==> config.mk <==
export PLATFORM = sky130hd
export DESIGN_NAME = uart_tx_fifo_flat
export DESIGN_NICKNAME = d
export VERILOG_FILES = /design/src/rtl/uart_tx_fifo_if.sv /design/src/rtl/uart_tx_fifo.sv /design/src/flat_wrapper.sv
export SDC_FILE = /design/constraint.sdc
export NUM_CORES = 1
export LEC_CHECK = 0
export CAP_MARGIN = 20
export CORE_MARGIN = 1
export CORE_UTILIZATION = 50
export DETAILED_ROUTE_END_ITERATION = 7
export GPL_TIMING_DRIVEN = 1
export HOLD_SLACK_MARGIN = 0.05
export PLACE_DENSITY = 0.64
export RECOVER_POWER = 100
export REMOVE_ABC_BUFFERS = 1
export SYNTH_ARGS = -nofsm -noshare
export SYNTH_HDL_FRONTEND = slang
export SYNTH_SLANG_ARGS = --single-unit
==> constraint.sdc <==
create_clock -name clk -period 5.6 [get_ports clk]
set_input_delay 1.4 -clock clk [delete_from_list [all_inputs] [get_ports clk]]
set_output_delay 1.4 -clock clk [all_outputs]
set_load 0.01 [all_outputs]
==> src/rtl/uart_tx_fifo_if.sv <==
// ============================================================================
// Module   : uart_tx_fifo_if
// Brief    : Write-side valid/ready handshake into the UART transmit FIFO.
// Revision : 1.0
// ============================================================================
`default_nettype none

interface uart_tx_fifo_if #(
    parameter int DATA_BITS = 8
);
    logic                 wr_valid;
    logic [DATA_BITS-1:0] wr_data;
    logic                 wr_ready;

    modport master (output wr_valid, output wr_data, input wr_ready);
    modport slave  (input wr_valid, input wr_data, output wr_ready);
endinterface

`default_nettype wire

==> src/rtl/uart_tx_fifo.sv <==
// ============================================================================
// Module   : uart_tx_fifo
// Brief    : FIFO-buffered UART transmitter, fractional baud, parity/stop opts.
// Revision : 1.0
// ============================================================================
`default_nettype none

module uart_tx_fifo #(
    parameter int CLK_FREQ   = 50000000,
    parameter int BAUD       = 115200,
    parameter int DATA_BITS  = 8,
    parameter int PARITY     = 0,
    parameter int STOP_BITS  = 2,
    parameter int FIFO_DEPTH = 16
) (
    input  wire logic                        clk,
    input  wire logic                        rst_n,
    uart_tx_fifo_if.slave                    wr,
    output logic                             uart_tx,
    output logic                             busy,
    output logic [$clog2(FIFO_DEPTH):0]      fifo_count
);

    localparam int c_PTR_W = $clog2(FIFO_DEPTH);
    localparam int c_ACC_W = $clog2(CLK_FREQ + BAUD) + 1;
    localparam logic [c_ACC_W-1:0] c_BAUD      = c_ACC_W'(BAUD);
    localparam logic [c_ACC_W-1:0] c_CLK       = c_ACC_W'(CLK_FREQ);
    localparam logic [c_PTR_W:0]   c_FULL      = (c_PTR_W + 1)'(FIFO_DEPTH);
    localparam logic [2:0]         c_LAST_DATA = 3'(DATA_BITS - 1);
    localparam logic [2:0]         c_LAST_STOP = 3'(STOP_BITS - 1);

    typedef enum logic [2:0] {
        S_IDLE  = 3'd0,
        S_START = 3'd1,
        S_DATA  = 3'd2,
        S_PAR   = 3'd3,
        S_STOP  = 3'd4
    } state_t;

    logic [DATA_BITS-1:0] r_mem [FIFO_DEPTH];
    logic [c_PTR_W-1:0]   r_wr_ptr;
    logic [c_PTR_W-1:0]   r_rd_ptr;
    logic [c_PTR_W:0]     r_count;
    state_t               r_state;
    logic [DATA_BITS-1:0] r_shift;
    logic                 r_par;
    logic [2:0]           r_idx;
    logic [c_ACC_W-1:0]   r_acc;
    logic                 r_tx;

    state_t               w_next;
    logic                 w_push;
    logic                 w_pop;
    logic                 w_ready;
    logic                 w_tick;
    logic [c_ACC_W-1:0]   w_sum;
    logic [c_ACC_W-1:0]   w_acc_nxt;
    logic [DATA_BITS-1:0] w_head;
    logic [DATA_BITS-1:0] w_shift_nxt;
    logic [2:0]           w_idx_nxt;
    logic                 w_par_nxt;
    logic                 w_tx_nxt;

    assign w_ready     = (r_count != c_FULL);
    assign w_push      = wr.wr_valid && w_ready;
    assign w_head      = r_mem[r_rd_ptr];
    assign w_sum       = r_acc + c_BAUD;
    assign wr.wr_ready = w_ready;
    assign uart_tx     = r_tx;
    assign busy        = (r_state != S_IDLE) || (r_count != '0);
    assign fifo_count  = r_count;

    // Next-state, baud accumulator and line level; the line is registered from
    // the next-state view so uart_tx lines up exactly with r_state.
    always_comb begin
        w_next      = r_state;
        w_pop       = 1'b0;
        w_shift_nxt = r_shift;
        w_idx_nxt   = r_idx;
        w_par_nxt   = r_par;
        w_tick      = (r_state != S_IDLE) && (w_sum >= c_CLK);
        w_acc_nxt   = (r_state == S_IDLE) ? '0 : (w_tick ? (w_sum - c_CLK) : w_sum);
        w_tx_nxt    = 1'b1;
        case (r_state)
            S_IDLE: begin
                if (r_count != '0) w_pop = 1'b1;
            end
            S_START: begin
                if (w_tick) begin
                    w_next    = S_DATA;
                    w_idx_nxt = '0;
                end
            end
            S_DATA: begin
                if (w_tick) begin
                    w_shift_nxt = r_shift >> 1;
                    if (r_idx == c_LAST_DATA) begin
                        w_next    = (PARITY != 0) ? S_PAR : S_STOP;
                        w_idx_nxt = '0;
                    end else begin
                        w_idx_nxt = r_idx + 3'd1;
                    end
                end
            end
            S_PAR: begin
                if (w_tick) begin
                    w_next    = S_STOP;
                    w_idx_nxt = '0;
                end
            end
            S_STOP: begin
                if (w_tick) begin
                    if (r_idx == c_LAST_STOP) begin
                        if (r_count != '0) w_pop  = 1'b1;
                        else               w_next = S_IDLE;
                    end else begin
                        w_idx_nxt = r_idx + 3'd1;
                    end
                end
            end
            default: w_next = S_IDLE;
        endcase
        if (w_pop) begin
            w_next      = S_START;
            w_shift_nxt = w_head;
            w_idx_nxt   = '0;
            w_par_nxt   = (PARITY == 1) ? ~(^w_head) : (^w_head);
            w_acc_nxt   = '0;
        end
        case (w_next)
            S_START: w_tx_nxt = 1'b0;
            S_DATA:  w_tx_nxt = w_shift_nxt[0];
            S_PAR:   w_tx_nxt = w_par_nxt;
            default: w_tx_nxt = 1'b1;
        endcase
    end

    always_ff @(posedge clk or negedge rst_n) begin
        if (!rst_n) r_state <= S_IDLE;
        else        r_state <= w_next;
    end

    always_ff @(posedge clk or negedge rst_n) begin
        if (!rst_n) begin
            r_wr_ptr <= '0;
            r_rd_ptr <= '0;
            r_count  <= '0;
            r_shift  <= '0;
            r_par    <= 1'b0;
            r_idx    <= '0;
            r_acc    <= '0;
            r_tx     <= 1'b1;
        end else begin
            if (w_push) r_wr_ptr <= r_wr_ptr + 1'b1;
            if (w_pop)  r_rd_ptr <= r_rd_ptr + 1'b1;
            case ({w_push, w_pop})
                2'b10:   r_count <= r_count + 1'b1;
                2'b01:   r_count <= r_count - 1'b1;
                default: r_count <= r_count;
            endcase
            r_shift <= w_shift_nxt;
            r_par   <= w_par_nxt;
            r_idx   <= w_idx_nxt;
            r_acc   <= w_acc_nxt;
            r_tx    <= w_tx_nxt;
        end
    end

    // Storage only; validity is tracked by the reset pointers and count.
    always_ff @(posedge clk) begin
        if (w_push) r_mem[r_wr_ptr] <= wr.wr_data;
    end

endmodule

`default_nettype wire

==> src/flat_wrapper.sv <==
// flat-port wrapper written by rule: the top's interface ports become plain ports
module uart_tx_fifo_flat 
#(
    parameter int CLK_FREQ   = 50000000,
    parameter int BAUD       = 115200,
    parameter int DATA_BITS  = 8,
    parameter int PARITY     = 0,
    parameter int STOP_BITS  = 2,
    parameter int FIFO_DEPTH = 16
)
  (clk, rst_n, uart_tx, busy, fifo_count, wr_wr_valid, wr_wr_data, wr_wr_ready);
  uart_tx_fifo_if #(.DATA_BITS(DATA_BITS)) wr_i ();
  input  wire logic clk;
  input  wire logic rst_n;
  output logic uart_tx;
  output logic busy;
  output logic [$clog2(FIFO_DEPTH):0] fifo_count;
  input wire logic [$bits(wr_i.wr_valid)-1:0] wr_wr_valid;
  input wire logic [$bits(wr_i.wr_data)-1:0] wr_wr_data;
  output wire logic [$bits(wr_i.wr_ready)-1:0] wr_wr_ready;
  assign wr_i.wr_valid = wr_wr_valid;
  assign wr_i.wr_data = wr_wr_data;
  assign wr_wr_ready = wr_i.wr_ready;
  uart_tx_fifo #(.CLK_FREQ(CLK_FREQ), .BAUD(BAUD), .DATA_BITS(DATA_BITS), .PARITY(PARITY), .STOP_BITS(STOP_BITS), .FIFO_DEPTH(FIFO_DEPTH)) u_core (.clk(clk), .rst_n(rst_n), .wr(wr_i), .uart_tx(uart_tx), .busy(busy), .fifo_count(fifo_count));
endmodule
# After elaboration in Yosys (flattened, before gate mapping)
# Memories as Yosys holds them, arrays and structs flattened.
# Cells that the tools add are included.
[word_totals] reg_bits=56 ram_bits=128 inputBits=11 mem_count=1
[memory_table] name="u_core.r_mem" words=16 width=8 rd=1 rd_ports_with_merged_regs=0 wr=1 line="uart_tx_fifo.sv:40" rtl="logic [DATA_BITS-1:0] r_mem [FIFO_DEPTH];"
[op_classes] addsub=7 magnitude_cmp=1 n_eq_ne=16 mux=31 reduce_logical=14
[ops] operator="27-bit 2-to-1 mux" n=3
[ops] operator="3-bit 2-to-1 mux" n=14
[ops] operator="27-bit by 17-bit adder with 27-bit output, second input constant" n=1
[ops] operator="27-bit by 26-bit >= comparator with 1-bit output, second input constant" n=1
[ops] operator="27-bit by 26-bit subtractor with 27-bit output, second input constant" n=1
[ops] operator="8-bit 2-to-1 mux" n=3
[ops] operator="3-bit case mux with 5 select lines" n=1
[ops] operator="3-bit by 2-bit equality test with 1-bit output, second input constant" n=4
[ops] operator="5-bit case mux with 2 select lines" n=1
[ops] operator="3-bit by 1-bit equality test with 1-bit output, second input constant" n=3
[ops] operator="3-bit by 1-bit != test with 1-bit output, second input constant" n=3
[ops] operator="3-bit case mux with 3 select lines" n=1
[ops] operator="4-bit by 1-bit adder with 4-bit output, second input constant" n=2
[ops] operator="8-bit parity" n=1
[ops] operator="3-bit equality test, second input constant" n=2
[ops] operator="1-bit 2-to-1 mux" n=6
[ops] operator="2-bit nonzero test" n=3
[ops] operator="5-bit by 1-bit adder with 5-bit output, second input constant" n=1
[ops] operator="5-bit != test, second input constant" n=1
[ops] operator="5-bit AND reduction" n=1
[ops] operator="5-bit nonzero test" n=1
[ops] operator="5-bit by 1-bit subtractor with 5-bit output, second input constant" n=1
[ops] operator="4-bit nonzero test" n=1
[ops] operator="3-bit by 1-bit adder with 3-bit output, second input constant" n=1
[ops] operator="11 further kinds" n=12

# Depth between registers and ports, before layout
[logic_depth] depth_word=8 depth_mapped=21 depth_no_buf=19

# Least setup slack after synthesis
# OpenSTA, ideal clock, no wires.
[synth_timing] path_type="reg-to-reg" startpoint="register u_core.r_acc[9]" endpoint="register u_core.r_count[4], in the netlist u_core.fifo_count[4]" setup_ps=128 arrival_time_ps=3634 t_required_ps=5472 path_slack_ps=1838 path_stages_with_launch=20 path_buffers=3 period_less_slack_ps=3762 path_cell_list="dfrtp_1 ha_1 buf_2 nand4_2 o211ai_1 nand2_1 a32o_1 and2_4 a32o_1 buf_6 o21ai_4 inv_2 buf_2 ha_1 ha_1 a21o_1 a21oi_1 xnor2_1 nor2_1 xor2_1"
[synth_between] elab_chain_cells=7
[synth_rtl] element="start, declared" line="uart_tx_fifo.sv:48" rtl="logic [c_ACC_W-1:0] r_acc;"
[synth_rtl] element="start signal, assigned" line="uart_tx_fifo.sv:164" rtl="r_acc <= w_acc_nxt;"
[synth_rtl] element="27-bit by 17-bit adder with 27-bit output (*)" line="uart_tx_fifo.sv:67" rtl="assign w_sum = r_acc + c_BAUD;"
[synth_rtl] element="27-bit by 26-bit >= comparator with 1-bit output (*)" line="uart_tx_fifo.sv:81" rtl="w_tick = (r_state != S_IDLE) && (w_sum >= c_CLK);"
[synth_rtl] element="1-bit logical AND (*)" line="uart_tx_fifo.sv:81"
[synth_rtl] element="1-bit 2-to-1 mux (*)" line="uart_tx_fifo.sv:112" rtl="if (w_tick) begin"
[synth_rtl] element="1-bit case mux with 2 select lines (*)" line="uart_tx_fifo.sv:84" rtl="case (r_state)"
[synth_rtl] element="2-bit by 1-bit equality test with 1-bit output / 2-bit equality test (equally long branches)" line="uart_tx_fifo.sv:156" rtl="case ({w_push, w_pop})"
[synth_rtl] element="5-bit case mux with 2 select lines / 2-bit nonzero test (equally long branches)"
[synth_rtl] element="end signal, assigned" line="uart_tx_fifo.sv:157" rtl="2'b10: r_count <= r_count + 1'b1;"
[synth_rtl] element="end signal, assigned" line="uart_tx_fifo.sv:158" rtl="2'b01: r_count <= r_count - 1'b1;"
[synth_rtl] element="end signal, assigned" line="uart_tx_fifo.sv:159" rtl="default: r_count <= r_count;"
[synth_rtl] element="end, declared" line="uart_tx_fifo.sv:43" rtl="logic [c_PTR_W:0] r_count;"
# Mark *: on every way between the ends. The rest lies on a longest branch, timed or not.
# A chain may end at the register's enable or synchronous reset.

# Worst setup path after layout
# Ends and elaborated chain as after synthesis.

==> results.md <==
- Outcome: finished, violations left
- Failing checks: max-capacitance violations, max-slew violations
- Worst r2r src: u_core.r_acc[9]$_DFF_PN0_
- Worst-Skew Late Latency: roughly 0.44 ns
- Post-CTS sizing: 0
- Reg2Reg Depth: 18
- Main combinational cell family by area after synthesis: simple AND/OR/NAND/NOR gates
- WP data arrival: a little over 5 ns
- Routed len/inst: ~20 um
- Simple-Gate Fraction of Synth Area: 11.6%
- Max Slew Vio Count: 60
- Dpl hpwl: ~13 mm
- Vias per cell: just under 6
- DRT iter0 DRCs: around 460
- Cell area after layout: approximately 0.0095 mm2
- Min Tclk post-route: between 4 and 5 ns
- Tightest Hold Check Type: reg2reg
- ANT nets after route: 0
- Post-Synth XOR/XNOR Area: roughly 5.2%
- Compound-Gate Fraction of Synth Area: approximately a tenth
- Number of port buffers: 18
- Min-delay src: u_core.r_par$_DFF_PN0_
- Smallest hold slack: between 0.5 and 0.6 ns
- Largest net degree at the start of global routing: 50
- Mapped Area: about 0.0086 mm2
- Seq/Total Area, Yosys: between 50% and 60%
- Initial Util: 51.7%
- Syn_area_per_cell: roughly 13 um2
- Total Power: ~0.003 W
- CP Cell Sequence: ha_1 -> nand4_1 -> xnor2_1 -> o31ai_1 -> a31oi_1 -> o21ai_0 -> a32o_1 -> o21ai_4 -> inv_2 -> ha_1 -> inv_1 -> fa_1 -> inv_1 -> a21o_1 -> a21oi_1 -> xnor2_1 -> nor2_1 -> xor2_1
- Pleak: ~3.6 nW
- Final Core Density: a little under three fifths
- RSZ-0062 raised after global routing: false
- Tot GR Track Use: 22.7%
- Share of cells above drive strength 1: under 10%
- CP Data Required Time: around 5.9 ns
- CTS tree: yes
- Largest vdd supply drop: approximately 0.28 mV
- Yosys reg bits: 177
- FF-to-FF setup slack: between 0.7 and 0.8 ns
- Worst-Margin Slew: approximately 2.7 ns
- Setup Viol. Count Final: 0
- Mapped Cells: a little under 700
- Postcts setup bufs: 0
- Initial antenna violation count: 0
- Layout area overhead: 10.1%
- Fmax achieved: 208 MHz
- Worst r2r dst: u_core.fifo_count[4]$_DFFE_PN0P_
- Grt total ovfl: 0
- H-tree depth: 4
- Synth unique cells: 74
- Setup CP Type: reg2reg
- EDFF count, synth: 128
- Number of fill cells in the layout: roughly 1400
- Clock tree buffer depth: 2
- Slowest stage delay, CP: about 0.51 ns
- CTS Hold Bufs: 0
- Die Area: 0.0178 mm2
- Placed Area: 0.00896 mm2
- Setup TNS: 0 ns
- FP Rows: 47
- I/O pins: 19
- Number of CTS-inserted buffers: 17
- Clk sinks: about 180
- Crit-path max FO: 24
- Hold path endpoint: u_core.r_par$_DFF_PN0_
- Worst clock skew: ~0.020 ns
- Ys Warns: 0
- ANT cells: 0
- Synth Area in Adders: approximately 2.3%
- Die W: ~130 um
- Final worst path period share: about 86%
- Final WL: 18.6 mm
- 1st-pass router iterations: 5
- Critical-path top delay cell: dfrtp_1
- MaxCap Viol Count: 2
- Async SR Flop Fraction: around 28%
- Vias in the first global route: approximately 5500
- CTS clk-pin slew, worst paths: roughly 0.070 ns
- Final Hold Violating Endpoints: 0
- Root Buffer Master: clkbuf_16
- NumNets Final: approximately 720
- Kind of start point of the critical path: flop
- Core Box Area: around 0.017 mm2
- First-pass GRT wire length: between 30 and 40 mm
- Worst setup EP type: flop
- DR vias: around 5500
- Hold Path Stages: 2
- Slew HR: -80.6%
- Pwr/cell area: between 300 and 400 mW/mm2
- Mux share of post-synthesis cell area: slightly above 9%
- Routability cong.: just over 0.9
- Prevailing post-synth register cell: edfxtp_1
- DRC: 0
- Die H: approximately 130 um
-- kinds of logic after synthesis --
group / count (synthesis)
mux: 59
buf+inv: 59
flops: 177
fa+ha+maj: 15
compound gates: 120
xor+xnor: 50
simple gates: 202
-- power breakdown --
group	internal [W]	switching [W]
sequential	0.00154	0.0000663
combinational	0.000123	0.000199
clock	0.000629	0.000538
-- worst max path at each step --
stage / to / slack (ns) / cells past startpoint / start
6_report: u_core.fifo_count[4]$_DFFE_PN0P_ / 0.80 / 18 / u_core.r_acc[9]$_DFF_PN0_
5_1_grt: u_core.fifo_count[4]$_DFFE_PN0P_ / 0.35 / 18 / u_core.r_acc[9]$_DFF_PN0_
4_1_cts: u_core.fifo_count[4]$_DFFE_PN0P_ / 1.10 / 18 / u_core.r_acc[9]$_DFF_PN0_
3_5_place_dp: u_core.fifo_count[4]$_DFFE_PN0P_ / 1.14 / 18 / u_core.r_acc[9]$_DFF_PN0_
3_3_place_gp: u_core.fifo_count[4]$_DFFE_PN0P_ / 1.35 / 18 / u_core.r_acc[9]$_DFF_PN0_
2_1_floorplan: u_core.fifo_count[4]$_DFFE_PN0P_ / 1.58 / 18 / u_core.r_acc[9]$_DFF_PN0_
-- flip-flops by register name, indices dropped and copies added, names as in the netlist --
register	count
u_core.r_par	1
u_core.r_acc	20
u_core.r_state	3
u_core.uart_tx	1
u_core.r_wr_ptr	4
u_core.fifo_count	5
u_core.r_rd_ptr	4
u_core.r_mem	128
u_core.r_shift	8
u_core.r_idx	3
-- critical path: cells and delay by family, from the launching register on --
kind            cells  cell delay (ns)
flops               1             0.51
buf+inv             3             0.55
xor+xnor            3             0.54
fa+ha+maj           3             1.14
compound gates      7             1.50
simple gates        2             0.45
-- per-layer routing --
layer	vias to the layer above	GRT usage [%]	part of all wire (%)
li1	2551	-	-
met1	2771	31.7	46
met2	135	36.8	49
met3	13	3.77	4.2
met4	0	6.44	1.0
met5	-	0	0
-- cell usage after synthesis (4+ instances only) --
master | instances | area, um2
edfxtp_1 | 128 | 3840
nor2_1 | 59 | 221
nand2_1 | 52 | 195
dfrtp_1 | 48 | 1200
mux2i_1 | 42 | 420
xnor2_1 | 40 | 350
o21ai_0 | 23 | 115
a21oi_1 | 21 | 105
nand3_1 | 20 | 100
inv_1 | 18 | 67.6
clkbuf_1 | 17 | 63.8
a221oi_1 | 16 | 140
mux4_2 | 16 | 360
buf_2 | 14 | 70.1
ha_1 | 14 | 175
nor3_1 | 14 | 70.1
nor2b_1 | 11 | 68.8
xor2_1 | 9 | 78.8
a22oi_1 | 8 | 60.1
nand4_1 | 8 | 50.1
and2_1 | 6 | 37.5
and3_1 | 6 | 37.5
o21ai_1 | 6 | 30.0
a31oi_1 | 4 | 25.0
nand2b_1 | 4 | 25.0
o211ai_1 | 4 | 30.0
or3_1 | 4 | 25.0
-- area by class of cell --
| class | count | area, um2 | share of cell area, % |
|---|---|---|---|
| sequential | 177 | 5070 | 53.4 |
| multi-input combinational | 446 | 3280 | 34.5 |
| clock buffer | 18 | 429 | 4.52 |
| tap | 220 | 275 | 2.90 |
| timing repair buffer | 28 | 228 | 2.40 |
| clock inverter | 14 | 150 | 1.58 |
| inverter | 19 | 71.3 | 0.750 |
-- through the flow --
| step | setup slack, ns | cells |
|---|---|---|
| after floorplan | 1.58 | 642 |
| after global placement | 1.35 | 889 |
| after detailed placement | 1.14 | 890 |
| after CTS | 1.10 | 922 |
| after global routing | 0.354 | 922 |
| final | 0.799 | 922 |
-- cells in the final DEF, fill, tap and decap left out, types with 17 or more instances in the layout --
master	count
edfxtp_1	128
nor2_1	59
nand2_1	52
dfrtp_1	47
mux2i_1	42
xnor2_1	40
o21ai_0	29
a21oi_1	21
nand3_1	20
inv_1	18
clkbuf_16	17
Note: power is estimated with default switching activity, not from simulation.
